==> config.mk <==
export PLATFORM = sky130hd
export DESIGN_NAME = mem_arbiter
export DESIGN_NICKNAME = d
export VERILOG_FILES = /design/src/rtl/mem_arb_pkg.sv /design/src/rtl/rr_arb2.sv /design/src/rtl/mem_arbiter.sv
export SDC_FILE = /design/constraint.sdc
export NUM_CORES = 1
export LEC_CHECK = 0
export CORE_UTILIZATION = 25
export CTS_CLUSTER_SIZE = 24
export DETAILED_ROUTE_END_ITERATION = 7
export HOLD_SLACK_MARGIN = 0.03
export MAX_ROUTING_LAYER = met4
export PLACE_DENSITY_LB_ADDON = 0.05
export SLEW_MARGIN = 20
export SYNTH_ARGS = -nofsm -noshare
export SYNTH_HDL_FRONTEND = slang
export SYNTH_SLANG_ARGS = --single-unit
export TNS_END_PERCENT = 100
==> constraint.sdc <==
create_clock -name clk -period 1.6 [get_ports clk]
set_input_delay 0.32 -clock clk [delete_from_list [all_inputs] [get_ports clk]]
set_output_delay 0.32 -clock clk [all_outputs]
set_load 0.05 [all_outputs]
==> src/rtl/mem_arb_pkg.sv <==
// Shared definitions for the two-port (instruction/data) memory arbiter.
package mem_arb_pkg;

  typedef enum logic [1:0] {
    ST_IDLE    = 2'd0,
    ST_BUSY    = 2'd1,
    ST_RESP    = 2'd2,
    ST_RELEASE = 2'd3
  } arb_state_t;

  localparam logic REQ_I = 1'b0;
  localparam logic REQ_D = 1'b1;

  localparam int TIMEOUT_DEFAULT = 1023;
  localparam int TO_CNT_W        = 10;

endpackage

==> src/rtl/rr_arb2.sv <==
// Two-way round-robin selector: on a tie the requester not granted last wins.
module rr_arb2
  import mem_arb_pkg::*;
(
  input  logic [1:0] req,
  input  logic       last,
  output logic       grant
);

  always_comb begin
    grant = REQ_I;
    if (&req)
      grant = ~last;
    else if (req[REQ_D])
      grant = REQ_D;
  end

endmodule

==> src/rtl/mem_arbiter.sv <==
// Arbitrates I-side and D-side requests onto one memory port, with a
// completion timeout and a sticky timeout error flag.
module mem_arbiter
  import mem_arb_pkg::*;
#(
  parameter int TIMEOUT = TIMEOUT_DEFAULT
) (
  input  logic        clk,
  input  logic        rst_n,
  input  logic        i_enable,
  input  logic        i_r_w,
  input  logic [31:0] i_addr,
  input  logic [31:0] i_wr_data,
  output logic [31:0] i_rd_data,
  output logic        i_finish,
  input  logic        d_enable,
  input  logic        d_r_w,
  input  logic [31:0] d_addr,
  input  logic [31:0] d_wr_data,
  output logic [31:0] d_rd_data,
  output logic        d_finish,
  output logic        mem_enable,
  output logic        mem_r_w,
  output logic [31:0] mem_addr,
  output logic [31:0] mem_wr_data,
  input  logic [31:0] mem_rd_data,
  input  logic        mem_op_finish,
  output logic        busy,
  output logic        err_timeout,
  input  logic        err_clr
);

  localparam logic [TO_CNT_W-1:0] TO_LAST = TO_CNT_W'(TIMEOUT - 1);

  arb_state_t          state;
  logic                gnt;
  logic                last_gnt;
  logic                arb_gnt;
  logic [TO_CNT_W-1:0] to_cnt;
  logic                timeout_hit;
  logic                gnt_enable;
  logic [31:0]         rd_sel;

  rr_arb2 u_rr_arb2 (
    .req   ({d_enable, i_enable}),
    .last  (last_gnt),
    .grant (arb_gnt)
  );

  // The current BUSY cycle is the TIMEOUT-th one and memory has not answered.
  assign timeout_hit = (state == ST_BUSY) && !mem_op_finish && (to_cnt == TO_LAST);
  assign gnt_enable  = (gnt == REQ_D) ? d_enable : i_enable;
  assign rd_sel      = mem_op_finish ? mem_rd_data : '0;
  assign busy        = (state != ST_IDLE);

  always_ff @(posedge clk or negedge rst_n) begin
    if (!rst_n) begin
      state       <= ST_IDLE;
      gnt         <= REQ_I;
      last_gnt    <= REQ_I;
      to_cnt      <= '0;
      i_rd_data   <= '0;
      d_rd_data   <= '0;
      i_finish    <= 1'b0;
      d_finish    <= 1'b0;
      mem_enable  <= 1'b0;
      mem_r_w     <= 1'b0;
      mem_addr    <= '0;
      mem_wr_data <= '0;
      err_timeout <= 1'b0;
    end else begin
      if (timeout_hit)
        err_timeout <= 1'b1;
      else if (err_clr)
        err_timeout <= 1'b0;

      case (state)
        ST_IDLE: begin
          if (i_enable || d_enable) begin
            gnt         <= arb_gnt;
            mem_enable  <= 1'b1;
            mem_r_w     <= (arb_gnt == REQ_D) ? d_r_w     : i_r_w;
            mem_addr    <= (arb_gnt == REQ_D) ? d_addr    : i_addr;
            mem_wr_data <= (arb_gnt == REQ_D) ? d_wr_data : i_wr_data;
            to_cnt      <= '0;
            state       <= ST_BUSY;
          end
        end
        ST_BUSY: begin
          if (mem_op_finish || timeout_hit) begin
            if (!mem_r_w) begin
              if (gnt == REQ_D) d_rd_data <= rd_sel;
              else              i_rd_data <= rd_sel;
            end
            mem_enable <= 1'b0;
            d_finish   <= (gnt == REQ_D);
            i_finish   <= (gnt == REQ_I);
            state      <= ST_RESP;
          end else begin
            to_cnt <= to_cnt + 1'b1;
          end
        end
        ST_RESP: begin
          i_finish <= 1'b0;
          d_finish <= 1'b0;
          state    <= ST_RELEASE;
        end
        ST_RELEASE: begin
          // Hold off re-arbitration until the served requester lets go.
          if (!gnt_enable) begin
            last_gnt <= gnt;
            state    <= ST_IDLE;
          end
        end
        default: state <= ST_IDLE;
      endcase
    end
  end

endmodule

; ---- Yosys cells after proc, flatten, opt, wreduce, memory -nomap -nowiden
; Index checks and enable logic that the tools add are counted.
[op_classes]
n_addsub = 1
eq_ne = 8
muxes = 23
bitwise = 4
reduce_logical = 19
[ops]
columns = op, count
row1 = 32-bit 2-to-1 mux, 3
row2 = 10-bit 2-to-1 mux, 2
row3 = 10-bit one-hot mux with 2 select lines, 1
row4 = "10-bit by 1-bit adder with 10-bit output, second input constant", 1
row5 = "10-bit equality test, second input constant", 1
row6 = 1-bit 2-to-1 mux, 10
row7 = 3-bit AND reduction, 3
row8 = 2-bit one-hot mux with 4 select lines, 1
row9 = 2-bit AND reduction, 4
row10 = 4-bit AND reduction, 2
row11 = 2-bit nonzero test, 4
row12 = 2-bit 2-to-1 mux, 3
row13 = "2-bit != test, second input constant", 3
row14 = 1-bit one-hot mux with 2 select lines, 3
row15 = "2-bit equality test, second input constant", 2
row16 = 1-bit inverter, 4
row17 = "2-bit by 1-bit equality test with 1-bit output, second input constant", 1
row18 = 1-bit logical AND, 2
row19 = 2-bit zero test, 1
row20 = 1-bit logical OR, 2
row21 = "2-bit by 1-bit != test with 1-bit output, second input constant", 1
row22 = 1-bit zero test, 1
[totals]
ff_bits = 147
in_bits = 168
out_inout_bits = 134
wordCells = 68

; ---- Depth between registers and ports, before layout
; Gate-level depths: netlist of the first run.
[logic_depth]
depth_word = 6
depth_mapped = 7
depth_no_buf = 6

; ---- Hierarchy
; From an unflattened synthesis of the first run, not the netlist that was laid out.
[hier_totals]
hier_cells = 561
hier_area_um2 = 6635.1
[modules_own_cells]
columns = mod, n_inst, cells_each, area_per_inst_um2, seq_area_each_um2
row1 = mem_arbiter, 1, 560, 6623.9, 3678.5
row2 = rr_arb2, 1, 1, 11.3, 0.0

; ---- Worst setup path before layout of the first run
; OpenSTA, ideal clock, no wires.
[synth_timing]
kind = register to register
from = register state[0]
to = register state[1]
setup_ns = 0.125
arrival_time_ns = 1.860
t_required_ns = 1.475
path_slack_ns = -0.385
path_stages_with_launch = 8
path_buffers = 1
period_less_slack_ns = 1.985
path_cell_list = dfrtp_1 inv_1 ha_1 inv_1 or3_1 clkbuf_1 nand3_1 mux2_2
[synth_via]
elab_chain_cells = 6
word_cells_on_any_way = 12
classes_between = eq/ne (6) / mux (1) / reduce/logical (5)
[synth_lines]
columns = element, line_no
row1 = from (decl), mem_arbiter.sv:35  ; arb_state_t state;
row2 = from (signal assigned), mem_arbiter.sv:58  ; state <= ST_IDLE;
row3 = from (signal assigned), mem_arbiter.sv:86  ; state <= ST_BUSY;
row4 = from (signal assigned), mem_arbiter.sv:98  ; state <= ST_RESP;
row5 = 2-bit by 1-bit equality test with 1-bit output, "mem_arbiter.sv:51, mem_arbiter.sv:77"
row6 = 1-bit logical AND (2 in series), mem_arbiter.sv:51  ; assign timeout_hit = (state == ST_BUSY) && !mem_op_finish && (to_cnt == TO_LAST);
row7 = 1-bit logical OR, mem_arbiter.sv:90  ; if (mem_op_finish || timeout_hit) begin
row8 = 2-bit by 1-bit != test with 1-bit output (no source line), n/a
row9 = 3-bit AND reduction (no source line), n/a
; Parallel ways exist; a longest one is shown, timed or not.
; A chain may end at the register's enable or synchronous reset.

; ---- Worst setup path in the final report of the first run
[layout_timing]
from = register to_cnt[0]
to = register d_rd_data[3]
[layout_via]
elab_chain_cells = 4
[layout_lines]
columns = element, line_no
row1 = from (decl), mem_arbiter.sv:39  ; logic [TO_CNT_W-1:0] to_cnt;
row2 = from (signal assigned), mem_arbiter.sv:100  ; to_cnt <= to_cnt + 1'b1;
row3 = 10-bit equality test, mem_arbiter.sv:51
row4 = 1-bit logical AND, mem_arbiter.sv:51
row5 = 1-bit logical OR, mem_arbiter.sv:90
row6 = 4-bit AND reduction (no source line), n/a
row7 = to (signal assigned), mem_arbiter.sv:92  ; if (gnt == REQ_D) d_rd_data <= rd_sel;
row8 = to (decl), mem_arbiter.sv:20  ; output logic [31:0] d_rd_data,
; Every way passes these cells.

==> results of run 1 <==
==> Yosys cell counts, types with 2 or more instances <==
master | number | share of area, %
a211o_1 | 3 | 0.42
a21oi_1 | 3 | 0.24
a22o_1 | 66 | 9.2
a31oi_1 | 7 | 0.69
buf_2 | 17 | 1.3
buf_4 | 4 | 0.48
clkbuf_1 | 15 | 0.89
dfrtp_1 | 147 | 58
ha_1 | 6 | 1.2
inv_1 | 7 | 0.42
mux2_2 | 3 | 0.54
mux2i_1 | 65 | 10
nand2_1 | 75 | 4.5
nand2b_1 | 4 | 0.40
nand3_1 | 8 | 0.64
nor2_1 | 8 | 0.48
nor2b_1 | 2 | 0.20
nor3_1 | 2 | 0.16
o21ai_0 | 68 | 5.4
o2bb2ai_1 | 2 | 0.28
or3_1 | 4 | 0.40
or4_1 | 2 | 0.24
==> final timing paths <==
| path | from | end | slack, ns | cells past startpoint |
|---|---|---|---|---|
| worst max-delay path | to_cnt[0]$_DFFE_PN0P_ | d_rd_data[3]$_DFFE_PN0P_ | -0.14 | 8 |
| worst min-delay path | rst_n | to_cnt[0]$_DFFE_PN0P_ | 0.34 | 2 |
| worst max register to register | to_cnt[0]$_DFFE_PN0P_ | d_rd_data[3]$_DFFE_PN0P_ | -0.14 | 8 |
| worst min register to register | mem_addr[22]$_DFFE_PN0P_ | mem_addr[22]$_DFFE_PN0P_ | 0.48 | 2 |
| max in group asynchronous | rst_n | mem_enable$_DFFE_PN0P_ | 0.71 | 3 |
| min in group clk | mem_addr[22]$_DFFE_PN0P_ | mem_addr[22]$_DFFE_PN0P_ | 0.48 | 2 |
==> kinds of logic after synthesis <==
| logic type | share of synthesized area [%] |
|---|---|
| xor+xnor | 0.139 |
| mux | 10.9 |
| buf+inv | 3.25 |
| flops | 58.3 |
| fa+ha+maj | 1.19 |
| compound gates | 17.8 |
| simple gates | 8.39 |
==> per-layer routing <==
layer  part of all wire (%)  routed length, um  up-vias
li1                       -                  -     2698
met1                     41               9150     2717
met2                     50              11300      226
met3                    7.4               1650       14
met4                    1.1                253        0
met5                      0                  0        -
==> metrics by stage <==
step                      cells  total power, uW  setup TNS [ns]  hold slack, ns
after detailed placement   1177            19500          -44.30           0.215
after floorplan             541            14300           -3.41          0.0244
after global routing       1236            25500          -13.53           0.340
final                      1236            24300           -7.97           0.338
after CTS                  1223            24200           -8.77           0.329
after global placement     1177            19400          -39.74           0.215
==> flip-flops by register name, indices dropped and copies added (netlist names) <==
| signal | flops |
|---|---|
| to_cnt | 10 |
| mem_wr_data | 32 |
| last_gnt | 1 |
| mem_r_w | 1 |
| err_timeout | 1 |
| d_finish | 1 |
| state | 2 |
| mem_addr | 32 |
| i_finish | 1 |
| i_rd_data | 32 |
| d_rd_data | 32 |
| mem_enable | 1 |
| gnt | 1 |
==> where the power goes <==
part / leakage (uW) / internal, uW / total [uW] / switching, uW
sequential: 0.00186 / 5340 / 6400 / 1060
combinational: 0.00310 / 5150 / 13800 / 8610
clock: 0.000292 / 2250 / 4130 / 1880
==> layout make-up <==
class / count / area (um^2)
Sequential cell: 147 / 3680
Clock buffer: 17 / 425
Timing Repair Buffer: 376 / 3800
Inverter: 7 / 30.0
Fill cell: 2299 / 13400
Multi-Input combinational cell: 350 / 2620
Clock inverter: 15 / 180
Tap cell: 324 / 405
==> critical path: cells and delay by family, from the launching register on <==
kind / cells / cell delay, ns
and+or+nand+nor: 2 / 0.33
DFF: 1 / 0.39
AOI/OAI and AO/OA: 2 / 0.37
buffers and inverters: 3 / 0.43
adders and majority gates: 1 / 0.12
==> placed cells by master, fill, tap and decap left out, types with 5 or more instances in the layout <==
master             n
nor2_1             6
nand3_1            6
a31oi_1            7
clkbuf_16         22
a22o_1            66
mux2i_1           63
o21ai_0           67
buf_12            26
buf_4            160
dfrtp_1          147
clkdlybuf4s50_1  165
buf_6             13
nand2_1           73
inv_8              6
buf_16             5
==> what timing repair did <==
item / 4_1_cts / 5_1_grt
pin swaps: 14 / 7
endpoints found under the hold margin: 21 / 0
buffers inserted: 10 / 8
gates cloned: 3 / 6
hold buffers: 1 / 0
endpoints found under the setup margin: 88 / 116
resized for setup: 29 / 19
==> key figures, run 1 <==
Clock network
  • Clk sink count: 147
  • Worst-case clock buffer depth: 2
  • Root Buffer: clkbuf_16
  • TritonCTS Buffers: 17
  • H-tree Lvls: 4
  • Clock Pin Slew Worst Setup and Hold Paths: 0.07 ns
  • Clock latency on the worst-skew pair: 0.43 ns
  • CTS tree: done

Global route
  • Grt total ovfl: 0
  • Largest net degree at the start of global routing: 71
  • GRT Total Usage: 17.3%
  • M1 GR Usage: 19.9%
  • Antenna violations before repair: 0
  • Routing usage on met3: 5.55%
  • First-pass GRT wire length: 33.1 mm
  • Gr busiest metal: met2
  • Vias in the first global route: 5888
  • GR Layer Usage met2: 29.0%

Timing
  • Fin. Hold Viols: 0
  • Setup Skew: 0.0119 ns
  • Slew headroom: 75.5%
  • Min Tclk post-route: 1.74 ns
  • Setup ws final: -0.139 ns
  • Max Fclk: 575 MHz
  • Final Cycle Share: 109%
  • # setup viols final: 76
  • Slew Limit Fails: 0
  • Least-Margin Pin Slew: 0.367 ns
  • RSZ-0062 raised after global routing: yes

Logic synthesis
  • Synth Warn #: 0
  • Syn Inst Count: 541
  • Syn_area_per_cell: 11.7 um^2
  • Syn Std Cell Area: 6300 um^2
  • Seq/Total Area, Yosys: 58.3%
  • Post-synth EDFFs: 0
  • Post-synthesis register bit count: 147
  • Post-Syn Nets: 715
  • Fraction of registers with async set/reset: 100%
  • Synth Flop Type: dfrtp_1
  • Distinct cells, synth: 45

Floorplan
  • Cell row count: 57
  • Starting Density: 25.7%
  • Core box area: 24500 um^2
  • Die area: 25900 um^2
  • I/O pin cnt: 302
  • Die W: 161 um
  • Chip height: 161 um

Drt
  • Initial DRC Count: 332
  • Via density: 4.58
  • Post-route ant nets: 0
  • Drt total wl: 22.3 mm
  • TritonRoute pass-1 iters: 7
  • Wire per inst: 18.0 um
  • Vias: 5655
  • DRC errors left: 0

Setup path
  • CP peak stage delay: 0.39 ns
  • CP Cell Sequence: inv_2 -> ha_4 -> and2_4 -> a31o_4 -> buf_6 -> nand3_4 -> clkbuf_16 -> a22o_1
  • Type of origin of the critical path: flop
  • Crit end category: flop
  • Slowest CP cell: dfrtp_1
  • Crit path max fanout: 8
  • Req. time, crit path: 1.91 ns
  • Setup Crit Path Kind: reg2reg
  • Crit path arrival time: 2.05 ns

Pwr
  • Peak supply drop: 0.000984 V
  • Leakage power: 0.00525 uW
  • P per Cell Area: 2180 nW/um^2

Place
  • Port bufs: 301
  • Hpwl dp: 15.4 mm
  • Worst slack at placement: -0.480 ns
  • Routability Congestion: 0.783
  • Placed cell areas: 9950 um^2

Layout
  • Final net count: 1073
  • Post-Route Utilization: 45.4%
  • Final instance area: 11100 um^2
  • Diodes inserted: 0
  • Synth-to-layout area growth: 76.7%
  • Fraction of layout cells with a size suffix above 1: 30.9%

Outcome
  • Failing checks: negative setup slack
  • Outcome: finished with violations

Worst hold path
  • Hold Path Class: in2async

Flow run
  • Max Cap Viol: 0
No activity file was read; power rests on OpenSTA's default activity.
==> inputs of run 2 (changes only) <==
Settings changed: CTS_CLUSTER_SIZE 24 to 10.
==> results of run 2 <==
No change in the layout: final DEF, timing and power equal those of run 1.
